[src/rtl/mc_controller.sv]
// rtl/mc_controller.sv - multicycle RV32I control FSM with shared memory port and wait watchdog
module mc_controller #(
    parameter int WAIT_LIMIT = 255
) (
    input  logic       clk,
    input  logic       reset,
    input  logic [6:0] op,
    input  logic [2:0] funct3,
    input  logic       Zero,
    input  logic       MemReady,
    output logic       MemReq,
    output logic       MemWrite,
    output logic       AdrSrc,
    output logic       IRWrite,
    output logic       PCUpdate,
    output logic       RegWrite,
    output logic       CSRWrite,
    output logic [2:0] ImmSrc,
    output logic [1:0] ALUSrcA,
    output logic [1:0] ALUSrcB,
    output logic [1:0] ALUOp,
    output logic [1:0] ResultSrc,
    output logic       InstrRetired,
    output logic       Illegal,
    output logic       BusErr,
    output logic [3:0] State
);

    localparam int CW = $clog2(WAIT_LIMIT + 1);

    localparam logic [6:0] OP_LOAD   = 7'b0000011;
    localparam logic [6:0] OP_STORE  = 7'b0100011;
    localparam logic [6:0] OP_RTYPE  = 7'b0110011;
    localparam logic [6:0] OP_ITYPE  = 7'b0010011;
    localparam logic [6:0] OP_BRANCH = 7'b1100011;
    localparam logic [6:0] OP_JAL    = 7'b1101111;
    localparam logic [6:0] OP_LUI    = 7'b0110111;
    localparam logic [6:0] OP_AUIPC  = 7'b0010111;
    localparam logic [6:0] OP_CSR    = 7'b1110011;

    typedef enum logic [3:0] {
        S_FETCH    = 4'd0,
        S_DECODE   = 4'd1,
        S_MEMADR   = 4'd2,
        S_MEMREAD  = 4'd3,
        S_MEMWB    = 4'd4,
        S_MEMWRITE = 4'd5,
        S_EXECR    = 4'd6,
        S_EXECI    = 4'd7,
        S_ALUWB    = 4'd8,
        S_BRANCH   = 4'd9,
        S_JAL      = 4'd10,
        S_LUI      = 4'd11,
        S_AUIPC    = 4'd12,
        S_CSR      = 4'd13
    } state_t;

    state_t          state_q, state_d;
    logic [CW-1:0]   wait_cnt_q, wait_cnt_d;
    logic            wd_limit;

    assign wd_limit = (wait_cnt_q == CW'(WAIT_LIMIT));
    assign State    = state_q;

    always_ff @(posedge clk or posedge reset) begin
        if (reset) begin
            state_q    <= S_FETCH;
            wait_cnt_q <= '0;
        end else begin
            state_q    <= state_d;
            wait_cnt_q <= wait_cnt_d;
        end
    end

    // Everything defaults low; reset holds the whole output set at zero.
    always_comb begin
        MemReq       = 1'b0;
        MemWrite     = 1'b0;
        AdrSrc       = 1'b0;
        IRWrite      = 1'b0;
        PCUpdate     = 1'b0;
        RegWrite     = 1'b0;
        CSRWrite     = 1'b0;
        ImmSrc       = 3'b000;
        ALUSrcA      = 2'b00;
        ALUSrcB      = 2'b00;
        ALUOp        = 2'b00;
        ResultSrc    = 2'b00;
        InstrRetired = 1'b0;
        Illegal      = 1'b0;
        BusErr       = 1'b0;
        state_d      = state_q;
        wait_cnt_d   = wait_cnt_q;

        if (!reset) begin
            case (state_q)
                S_FETCH: begin
                    MemReq = 1'b1;
                    if (MemReady) begin
                        IRWrite   = 1'b1;
                        PCUpdate  = 1'b1;
                        ALUSrcB   = 2'b10;
                        ResultSrc = 2'b10;
                        state_d   = S_DECODE;
                    end else if (wd_limit) begin
                        BusErr  = 1'b1;
                        state_d = S_FETCH;
                    end
                end
                S_DECODE: begin
                    ALUSrcA = 2'b01;
                    ALUSrcB = 2'b01;
                    ImmSrc  = (op == OP_JAL) ? 3'b011 : 3'b010;
                    case (op)
                        OP_LOAD: begin
                            if (funct3 == 3'b011 || funct3[2:1] == 2'b11) begin
                                Illegal = 1'b1;
                                state_d = S_FETCH;
                            end else begin
                                state_d = S_MEMADR;
                            end
                        end
                        OP_STORE: begin
                            if (funct3 > 3'b010) begin
                                Illegal = 1'b1;
                                state_d = S_FETCH;
                            end else begin
                                state_d = S_MEMADR;
                            end
                        end
                        OP_BRANCH: begin
                            if (funct3[2:1] != 2'b00) begin
                                Illegal = 1'b1;
                                state_d = S_FETCH;
                            end else begin
                                state_d = S_BRANCH;
                            end
                        end
                        OP_RTYPE: state_d = S_EXECR;
                        OP_ITYPE: state_d = S_EXECI;
                        OP_JAL:   state_d = S_JAL;
                        OP_LUI:   state_d = S_LUI;
                        OP_AUIPC: state_d = S_AUIPC;
                        OP_CSR:   state_d = S_CSR;
                        default: begin
                            Illegal = 1'b1;
                            state_d = S_FETCH;
                        end
                    endcase
                end
                S_MEMADR: begin
                    ALUSrcA = 2'b10;
                    ALUSrcB = 2'b01;
                    if (op == OP_STORE) begin
                        ImmSrc  = 3'b001;
                        state_d = S_MEMWRITE;
                    end else begin
                        state_d = S_MEMREAD;
                    end
                end
                S_MEMREAD: begin
                    MemReq = 1'b1;
                    AdrSrc = 1'b1;
                    if (MemReady) begin
                        state_d = S_MEMWB;
                    end else if (wd_limit) begin
                        BusErr  = 1'b1;
                        state_d = S_FETCH;
                    end
                end
                S_MEMWB: begin
                    ResultSrc    = 2'b01;
                    RegWrite     = 1'b1;
                    InstrRetired = 1'b1;
                    state_d      = S_FETCH;
                end
                S_MEMWRITE: begin
                    MemReq   = 1'b1;
                    MemWrite = 1'b1;
                    AdrSrc   = 1'b1;
                    if (MemReady) begin
                        InstrRetired = 1'b1;
                        state_d      = S_FETCH;
                    end else if (wd_limit) begin
                        BusErr  = 1'b1;
                        state_d = S_FETCH;
                    end
                end
                S_EXECR: begin
                    ALUSrcA = 2'b10;
                    ALUOp   = 2'b10;
                    state_d = S_ALUWB;
                end
                S_EXECI: begin
                    ALUSrcA = 2'b10;
                    ALUSrcB = 2'b01;
                    ALUOp   = 2'b10;
                    state_d = S_ALUWB;
                end
                S_ALUWB: begin
                    RegWrite     = 1'b1;
                    InstrRetired = 1'b1;
                    state_d      = S_FETCH;
                end
                S_BRANCH: begin
                    ALUSrcA      = 2'b10;
                    ALUOp        = 2'b01;
                    PCUpdate     = funct3[0] ? ~Zero : Zero;
                    InstrRetired = 1'b1;
                    state_d      = S_FETCH;
                end
                S_JAL: begin
                    ALUSrcA  = 2'b01;
                    ALUSrcB  = 2'b10;
                    PCUpdate = 1'b1;
                    state_d  = S_ALUWB;
                end
                S_LUI: begin
                    ALUSrcA = 2'b11;
                    ALUSrcB = 2'b01;
                    ImmSrc  = 3'b100;
                    state_d = S_ALUWB;
                end
                S_AUIPC: begin
                    ALUSrcA = 2'b01;
                    ALUSrcB = 2'b01;
                    ImmSrc  = 3'b100;
                    state_d = S_ALUWB;
                end
                S_CSR: begin
                    ResultSrc    = 2'b11;
                    RegWrite     = 1'b1;
                    CSRWrite     = 1'b1;
                    InstrRetired = 1'b1;
                    state_d      = S_FETCH;
                end
                default: state_d = S_FETCH;
            endcase

            // Counter restarts whenever a state is entered, a transfer completes or the watchdog fires.
            if (state_d != state_q || MemReady || BusErr) begin
                wait_cnt_d = '0;
            end else if (MemReq) begin
                wait_cnt_d = wait_cnt_q + CW'(1);
            end
        end
    end

endmodule

[config.mk]
export PLATFORM = sky130hd
export DESIGN_NAME = mc_controller
export DESIGN_NICKNAME = d
export VERILOG_FILES = /design/src/rtl/mc_controller.sv
export SDC_FILE = /design/constraint.sdc
export NUM_CORES = 1
export LEC_CHECK = 0
export ABC_CLOCK_PERIOD_IN_PS = 3200
export BUFFER_PORTS_ARGS = -buffer_cell sky130_fd_sc_hd__buf_2
export CAP_MARGIN = 40
export CORE_MARGIN = 2
export CORE_UTILIZATION = 40
export CTS_BUF_LIST = sky130_fd_sc_hd__clkbuf_4 sky130_fd_sc_hd__clkbuf_8
export DETAILED_ROUTE_END_ITERATION = 8
export PLACE_DENSITY = 0.65
export REMOVE_ABC_BUFFERS = 1
export SLEW_MARGIN = 20
export SYNTH_ARGS = -nofsm -noshare
export SYNTH_HDL_FRONTEND = slang
export SYNTH_SLANG_ARGS = --single-unit
[constraint.sdc]
create_clock -name clk -period 3.2 [get_ports clk]
set_input_delay 0.8 -clock clk [delete_from_list [all_inputs] [get_ports clk]]
set_output_delay 0.8 -clock clk [all_outputs]
set_load 0.02 [all_outputs]
==> results.md, run 1 <==
- Outcome: completed
- Area share of the leading cell type in the synthesized netlist: 24.2%
- Number of clock sinks: 12
- Summed negative setup slack over all endpoints: 0 ns
- Skew-Pair Late Insertion Delay: 0.28 ns
- Post-CTS setup-driven buffer insertion count: 0
- Arrival @ worst endpoint: 2.19 ns
- Setup Crit Path Kind: reg2out
- Vias per inst: 5.87
- Critical Path Source Type: register
- Count of distinct cell types in the synthesized netlist: 45
- Die area: 3570 µm²
- Actual transition at the worst max-transition pin: 0.719 ns
- CTS tree: built
- Launching point of the worst reg2reg path: State[1]
- Setup repair after global routing missed its margin: no
- CP cell instances: xor2_1, a21oi_1, nor3_1, nor4b_1, buf_2
- Post-synth design cell area: 1240 µm²
- Resized cells post-CTS: 0
- Residual DRC count: 0
- Via count of the first global-routing pass: 1174
- Number of design-rule violations left by the first detailed-router iteration: 56
- Min Tclk post-route: 2.99 ns
- Average instance area after synthesis: 7.02 µm²
- Max Clk Rate: 334 MHz
- Post-route antenna net violation count: 0
- Register-to-register path setup slack: 1.06 ns
- GRT Util Overall: 19.0%
- Cell taking the most area after synthesis: dfrtp_1
- Fraction of synthesized cell area in xor and xnor cells: 2.11%
- Height of the die: 59.7 µm
- Final global-route overflow total: 0
- Most used DFF post-synth: dfrtp_1
- Vias after detailed routing: 1427
- Final wirelength: 3.20 mm
- Multiplexer area fraction after synthesis: 2.62%
- Data required time of the worst path: 2.40 ns
- Setup clock skew after layout: 0.00335 ns
- Clock Pin Slew Worst Setup and Hold Paths: 0.08 ns
- Part of the Yosys area used for sequential elements: 24.2%
- Biggest area contributors in the synthesized netlist: dfrtp_1 (24%), nor3_1 (6.4%), a21oi_1 (5.2%)
- Capture point of the worst reg-to-reg path: wait_cnt_q[3]
- Number of cell instances on the worst register-to-register path: 5
- Headroom to the max-slew limit: 52.0%
- Fraction of layout cells with a size suffix above 1: 23.3%
- Total Power: 0.463 mW
- Half-perimeter wire length after placement: 2.44 mm
- First-pass GRT wire length: 5.26 mm
- Final period util: 93.5%
- Die X-Extent: 59.7 µm
- Critical-path cell with the highest stage delay: dfrtp_1
- Largest stage delay on the critical path: 0.75 ns
- Number of H-tree branching levels: 1
- CTS Hold Buffers Added: 0
- Critical path startpoint: State[1]
- CTS Buf Count: 3
- Final estimated routing congestion in global placement: 0.822
- Simple-gate share of the synthesized area: 36.2%
- Number of stages on the worst setup path: 5
- Post-Synth Adder-Cell Area: 1.01%
- Max Transition Viols Final: 0
- End of the critical path: BusErr
- Worst path bufs/invs: 1
- Critical path's top delay family: flip-flops
- Total number of yosys warnings: 0
- Placeable Area: 3000 µm²
- Peak fanout along the critical path: 21
- Post-place setup slack: 0.483 ns
- Number of antenna violations at the first check in global routing: 0
- CTS max path bufs: 2
- Top-level I/O count: 39
- Post-placement cell count: 239
- Final WS setup: 0.207 ns
- Synthesis-stage register bit count: 12
- LEAKAGE: 0.705 nW
- Count of final hold-check violations: 0
- Detailed Routing Iterations Pass 1: 4
- Final-layout fill cell count: 316
- Worst Hold Class: in2async
- Type of element capturing the critical path: output pin
- Cell row count: 20
- Count of endpoints failing setup in the final report: 0
- Layout Area Growth over Synthesis: 18.3%
- CTS Root Buffer Type: clkbuf_4
- Pin count of the biggest net entering global routing: 25
- Initial core utilization: 41.4%
- Fraction of the mapped netlist area in compound gates: 26.2%
- FFs w/ async S/R, synth: 100%
- Max_cap viols: 0
- Net count of the finished layout: 226
- Main combinational cell family by area after synthesis: simple AND/OR/NAND/NOR gates
- Number of synthesized flops with an enable pin: 0
- Maximum VDD drop: 0.105 mV
- Power density relative to cell area: 315 nW/µm²
- Detailed-route wire length per cell: 13.2 µm
- Buffers added on ports: 38
- Final cell count without fillers: 243
- Number of antenna diodes: 0
- Cell count after synthesis: 177
[cell usage after synthesis (3+ instances only)]
library cell	instances
inv_1	8
clkbuf_1	6
or4_1	4
a21oi_1	13
nand2_1	14
and3_1	5
nand3_1	9
o21a_1	5
nand2b_1	4
nor2b_1	6
o21ai_0	11
o21ai_1	3
nand4_1	3
nor3_1	16
nor2_1	17
dfrtp_1	12
[worst min path at each step]
stage | end | slack (ns) | depth (start not counted)
3_5_place_dp | wait_cnt_q[1] | 0.53 | 2
5_1_grt | wait_cnt_q[5] | 0.52 | 2
3_3_place_gp | wait_cnt_q[1] | 0.52 | 2
2_1_floorplan | wait_cnt_q[1] | 0.49 | 2
4_1_cts | State[2] | 0.51 | 2
6_report | State[2] | 0.51 | 2
[state kept, by name, indices dropped and copies added, names as in the netlist]
signal,flops
wait_cnt_q,8
State,4
[metrics by stage]
| step | hold slack (ns) | cell area (µm²) | utilization [%] |
|---|---|---|---|
| 6_report | 0.512 | 1470 | 49.0 |
| 2_1_floorplan | 0.490 | 1180 | - |
| 3_3_place_gp | 0.518 | 1430 | 47.8 |
| 3_5_place_dp | 0.535 | 1430 | 47.8 |
| 4_1_cts | 0.515 | 1470 | 49.0 |
| 5_1_grt | 0.517 | 1470 | 49.0 |
[cell type report]
cell class / count / area, µm² / share of cell area (%)
flip-flops and latches: 12 / 300 / 20.4
well taps: 33 / 41.3 / 2.81
inverters: 9 / 33.8 / 2.30
clock buffers: 4 / 36.3 / 2.47
repair buffers: 41 / 213 / 14.5
multi-input cells: 144 / 846 / 57.5
[kinds of logic after synthesis]
family                   after synthesis
AND/OR/NAND/NOR                       86
multiplexers                           3
buffers and inverters                 21
AO/OA/AOI/OAI                         51
XOR/XNOR                               3
adder cells (fa/ha/maj)                1
flip-flops                            12
[metal layers]
metal / wire length (µm) / track usage, % / up-vias
li1: - / - / 722
met1: 1520 / 27.7 / 663
met2: 1510 / 27.8 / 40
met3: 155 / 4.76 / 2
met4: 12 / 4.76 / 0
met5: 0 / 0 / -
[worst register-to-register path, delay by kind of cell, from the launching register on]
family           cells  cell delay, ns
XOR/XNOR             1            0.25
flip-flops           1            0.75
AND/OR/NAND/NOR      3            0.97
AO/OA/AOI/OAI        1            0.12
[cells in the final DEF, fill, tap and decap left out, types with 2 or more instances in the layout]
| master | n |
|---|---|
| nor2b_1 | 6 |
| o21ai_0 | 11 |
| nor2_1 | 17 |
| and3_1 | 5 |
| o21ai_1 | 3 |
| inv_1 | 8 |
| or4_1 | 4 |
| a21o_1 | 2 |
| nor3_1 | 16 |
| a21oi_1 | 13 |
| o22ai_1 | 2 |
| buf_2 | 38 |
| nand3_1 | 9 |
| a211oi_1 | 2 |
| mux2_2 | 2 |
| nor4b_1 | 2 |
| clkbuf_4 | 3 |
| o41ai_1 | 2 |
| nand2b_1 | 4 |
| nand2_1 | 14 |
| nor4_1 | 2 |
| o21a_1 | 5 |
| dfrtp_1 | 12 |
| o211ai_1 | 2 |
| nand4_1 | 3 |
| buf_4 | 3 |
| xor2_1 | 2 |
[where the power goes]
part | internal, mW | switching, mW | total [mW] | leakage, nW
logic | 0.0608 | 0.108 | 0.168 | 0.521
registers | 0.157 | 0.0140 | 0.171 | 0.163
clock network | 0.0692 | 0.0539 | 0.123 | 0.0210
Note: power is estimated with default switching activity, not from simulation.
==> run 2: changes to the inputs <==
--- a/config.mk
+++ b/config.mk
@@ -10,8 +10,9 @@
 export CAP_MARGIN = 40
 export CORE_MARGIN = 2
-export CORE_UTILIZATION = 40
+export CORE_UTILIZATION = 56
 export CTS_BUF_LIST = sky130_fd_sc_hd__clkbuf_4 sky130_fd_sc_hd__clkbuf_8
+export CTS_CLUSTER_DIAMETER = 30
 export DETAILED_ROUTE_END_ITERATION = 8
-export PLACE_DENSITY = 0.65
+export PLACE_DENSITY = 0.86
 export REMOVE_ABC_BUFFERS = 1
 export SLEW_MARGIN = 20
==> constraint.sdc (replaced) <==
create_clock -name clk -period 3.2 [get_ports clk]
set_input_delay 0.64 -clock clk [delete_from_list [all_inputs] [get_ports clk]]
set_output_delay 0.64 -clock clk [all_outputs]
set_load 0.02 [all_outputs]
==> run 2 against run 1 <==
Against the previous run:
- critical path type unchanged
- maximum frequency is 11% higher
- register-to-register slack worse by 0.04 ns
- sequential power is 5% higher
- global-route usage is 5.4 points higher
- worst hold slack better by 0.042 ns
- via count is 0.42% higher
==> results.md, run 2 (synthesis results as in run 1) <==
- Outcome: completed
- Setup Crit Path Kind: reg2out
- Die area: 2610 µm² (-27%)
- Utilization after layout: 67.4% (+18 points)
- Skew-Pair Late Insertion Delay: 0.27 ns (about the same)
- CTS Buf Count: 3 (unchanged)
- Met2 usage: 41.8% (+14 points)
- Number of H-tree branching levels: 1 (unchanged)
- Summed negative setup slack over all endpoints: 0 ns (unchanged)
- Post-CTS setup-driven buffer insertion count: 0 (unchanged)
- Data required time of the worst path: 2.56 ns (+0.16 ns)
- Detailed Routing Iterations Pass 1: 4 (unchanged)
- Final period util: 84.5% (-9.1 points)
- Final wirelength: 3.17 mm (-0.94%)
- Total Power: 0.455 mW (-1.7%)
- GR Layer Usage met1: 32.7% (+4.9 points)
- Max_cap viols: 0 (unchanged)
- GRT Util Overall: 24.4% (+5.4 points)
- Final global-route overflow total: 0 (unchanged)
- Height of the die: 51.1 µm (-14%)
- Worst Hold Class: reg2reg
- Most congested layer reported by global routing: met2
- CTS tree: built
- Setup clock skew after layout: 0.00529 ns (+0.00194 ns)
- Max FFs per register: 8 (unchanged)
- Post-route cell area: 1450 µm² (-1.4%)
- Number of antenna violations at the first check in global routing: 0 (unchanged)
- Half-perimeter wire length after placement: 2.36 mm (-3.1%)
- Detailed-route wire length per cell: 13.4 µm (+2.0%)
- Cell row count: 17 (-15%)
- First-pass GRT wire length: 4.99 mm (-5.2%)
- Number of design-rule violations left by the first detailed-router iteration: 56 (unchanged)
- Worst hold slack across all endpoints: 0.554 ns (+0.0424 ns)
- Layout Area Growth over Synthesis: 16.6%
- Vias after detailed routing: 1433 (+0.42%)
- Peak fanout along the critical path: 21 (unchanged)
- Final-layout fill cell count: 177 (-44%)
- Setup repair after global routing missed its margin: no
- Placeable Area: 2150 µm² (-28%)
- Type of element capturing the critical path: output pin
- Headroom to the max-slew limit: 52.0% (-0.080 points)
- Final estimated routing congestion in global placement: 0.863 (+5.1%)
- Via count of the first global-routing pass: 1174 (unchanged)
- Fraction of layout cells with a size suffix above 1: 22.6% (-0.74 points)
- LEAKAGE: 0.695 nW (-1.4%)
- Final cell count without fillers: 236 (-2.9%)
- Actual transition at the worst max-transition pin: 0.721 ns (+0.00121 ns)
- Commonest non-fill, non-tap cell in the layout: buf_2
- Post-route antenna net violation count: 0 (unchanged)
- Min Tclk post-route: 2.70 ns (-0.290 ns)
- Top library cells by usage in the layout, fill and taps aside: buf_2 (38), nor2_1 (17), nor3_1 (16)
- CTS max path bufs: 2 (unchanged)
- Final WS setup: 0.497 ns (+0.290 ns)
- Post-placement cell count: 232 (-2.9%)
- Clock Pin Slew Worst Setup and Hold Paths: 0.07 ns (about the same)
- Die X-Extent: 51.1 µm (-14%)
- Top-level I/O count: 39 (unchanged)
- Count of endpoints failing setup in the final report: 0 (unchanged)
- Pin count of the biggest net entering global routing: 29 (+16%)
- Vias per inst: 6.07 (+3.4%)
- Register with the highest flop count: wait_cnt_q
- Count of final hold-check violations: 0 (unchanged)
- Initial core utilization: 57.8% (+16 points)
- Buffers added on ports: 38 (unchanged)
- Net count of the finished layout: 224 (-0.88%)
- Resized cells post-CTS: 0 (unchanged)
- Number of antenna diodes: 0 (unchanged)
- Number of clock sinks: 12 (unchanged)
- Power density relative to cell area: 314 nW/µm² (-0.26%)
- Met3 track demand over resource: 1.17% (-3.6 points)
- Max Transition Viols Final: 0 (unchanged)
- Critical Path Source Type: register
- Arrival @ worst endpoint: 2.06 ns (-0.13 ns)
- CTS Hold Buffers Added: 0 (unchanged)
- Residual DRC count: 0 (unchanged)
- Maximum VDD drop: 0.160 mV (+53%)
- CTS Root Buffer Type: clkbuf_4
- Post-place instance area: 1410 µm² (-1.5%)
- Max Clk Rate: 370 MHz (+11%)
- Post-place setup slack: 0.832 ns (+0.349 ns)
run 2: path summary, 6_finish.rpt:
check | endpoint | start | depth (start not counted) | slack, ns
worst min-delay path | wait_cnt_q[1] | wait_cnt_q[1] | 2 | 0.55
worst max register to register | wait_cnt_q[7] | State[1] | 5 | 1.02
worst max-delay path | BusErr | State[1] | 5 | 0.50
min in group asynchronous | State[1] | reset | 3 | 0.62
worst min register to register | wait_cnt_q[1] | wait_cnt_q[1] | 2 | 0.55
max in group asynchronous | wait_cnt_q[1] | reset | 3 | 2.40
run 2: layer usage:
metal  routed length (µm)  vias to the layer above  share of wire, %
li1                     -                      712                 -
met1                 1440                      670                45
met2                 1550                       46                49
met3                  147                        5               4.6
met4                   36                        0               1.1
met5                    0                        -                 0
run 2: layout make-up:
class	instances	area, µm²	area share (%)
Timing Repair Buffer	39	198	13.6
Clock buffer	4	36.3	2.50
Tap cell	28	35.0	2.42
Sequential cell	12	300	20.7
Inverter	9	33.8	2.33
Multi-Input combinational cell	144	846	58.4
run 2: critical path: stages, from the launching register on:
cell and delay [ns]:
dfrtp_1 0.77, xor2_1 0.25, a21oi_1 0.13, nor3_1 0.19, nor4b_1 0.24, buf_2 0.21
run 2: report_power, final:
part / internal [mW] / total (mW) / switching [mW]
combinational: 0.0582 / 0.158 / 0.0996
sequential: 0.157 / 0.179 / 0.0220
clock: 0.0692 / 0.118 / 0.0487
total: 0.285 / 0.455 / 0.170
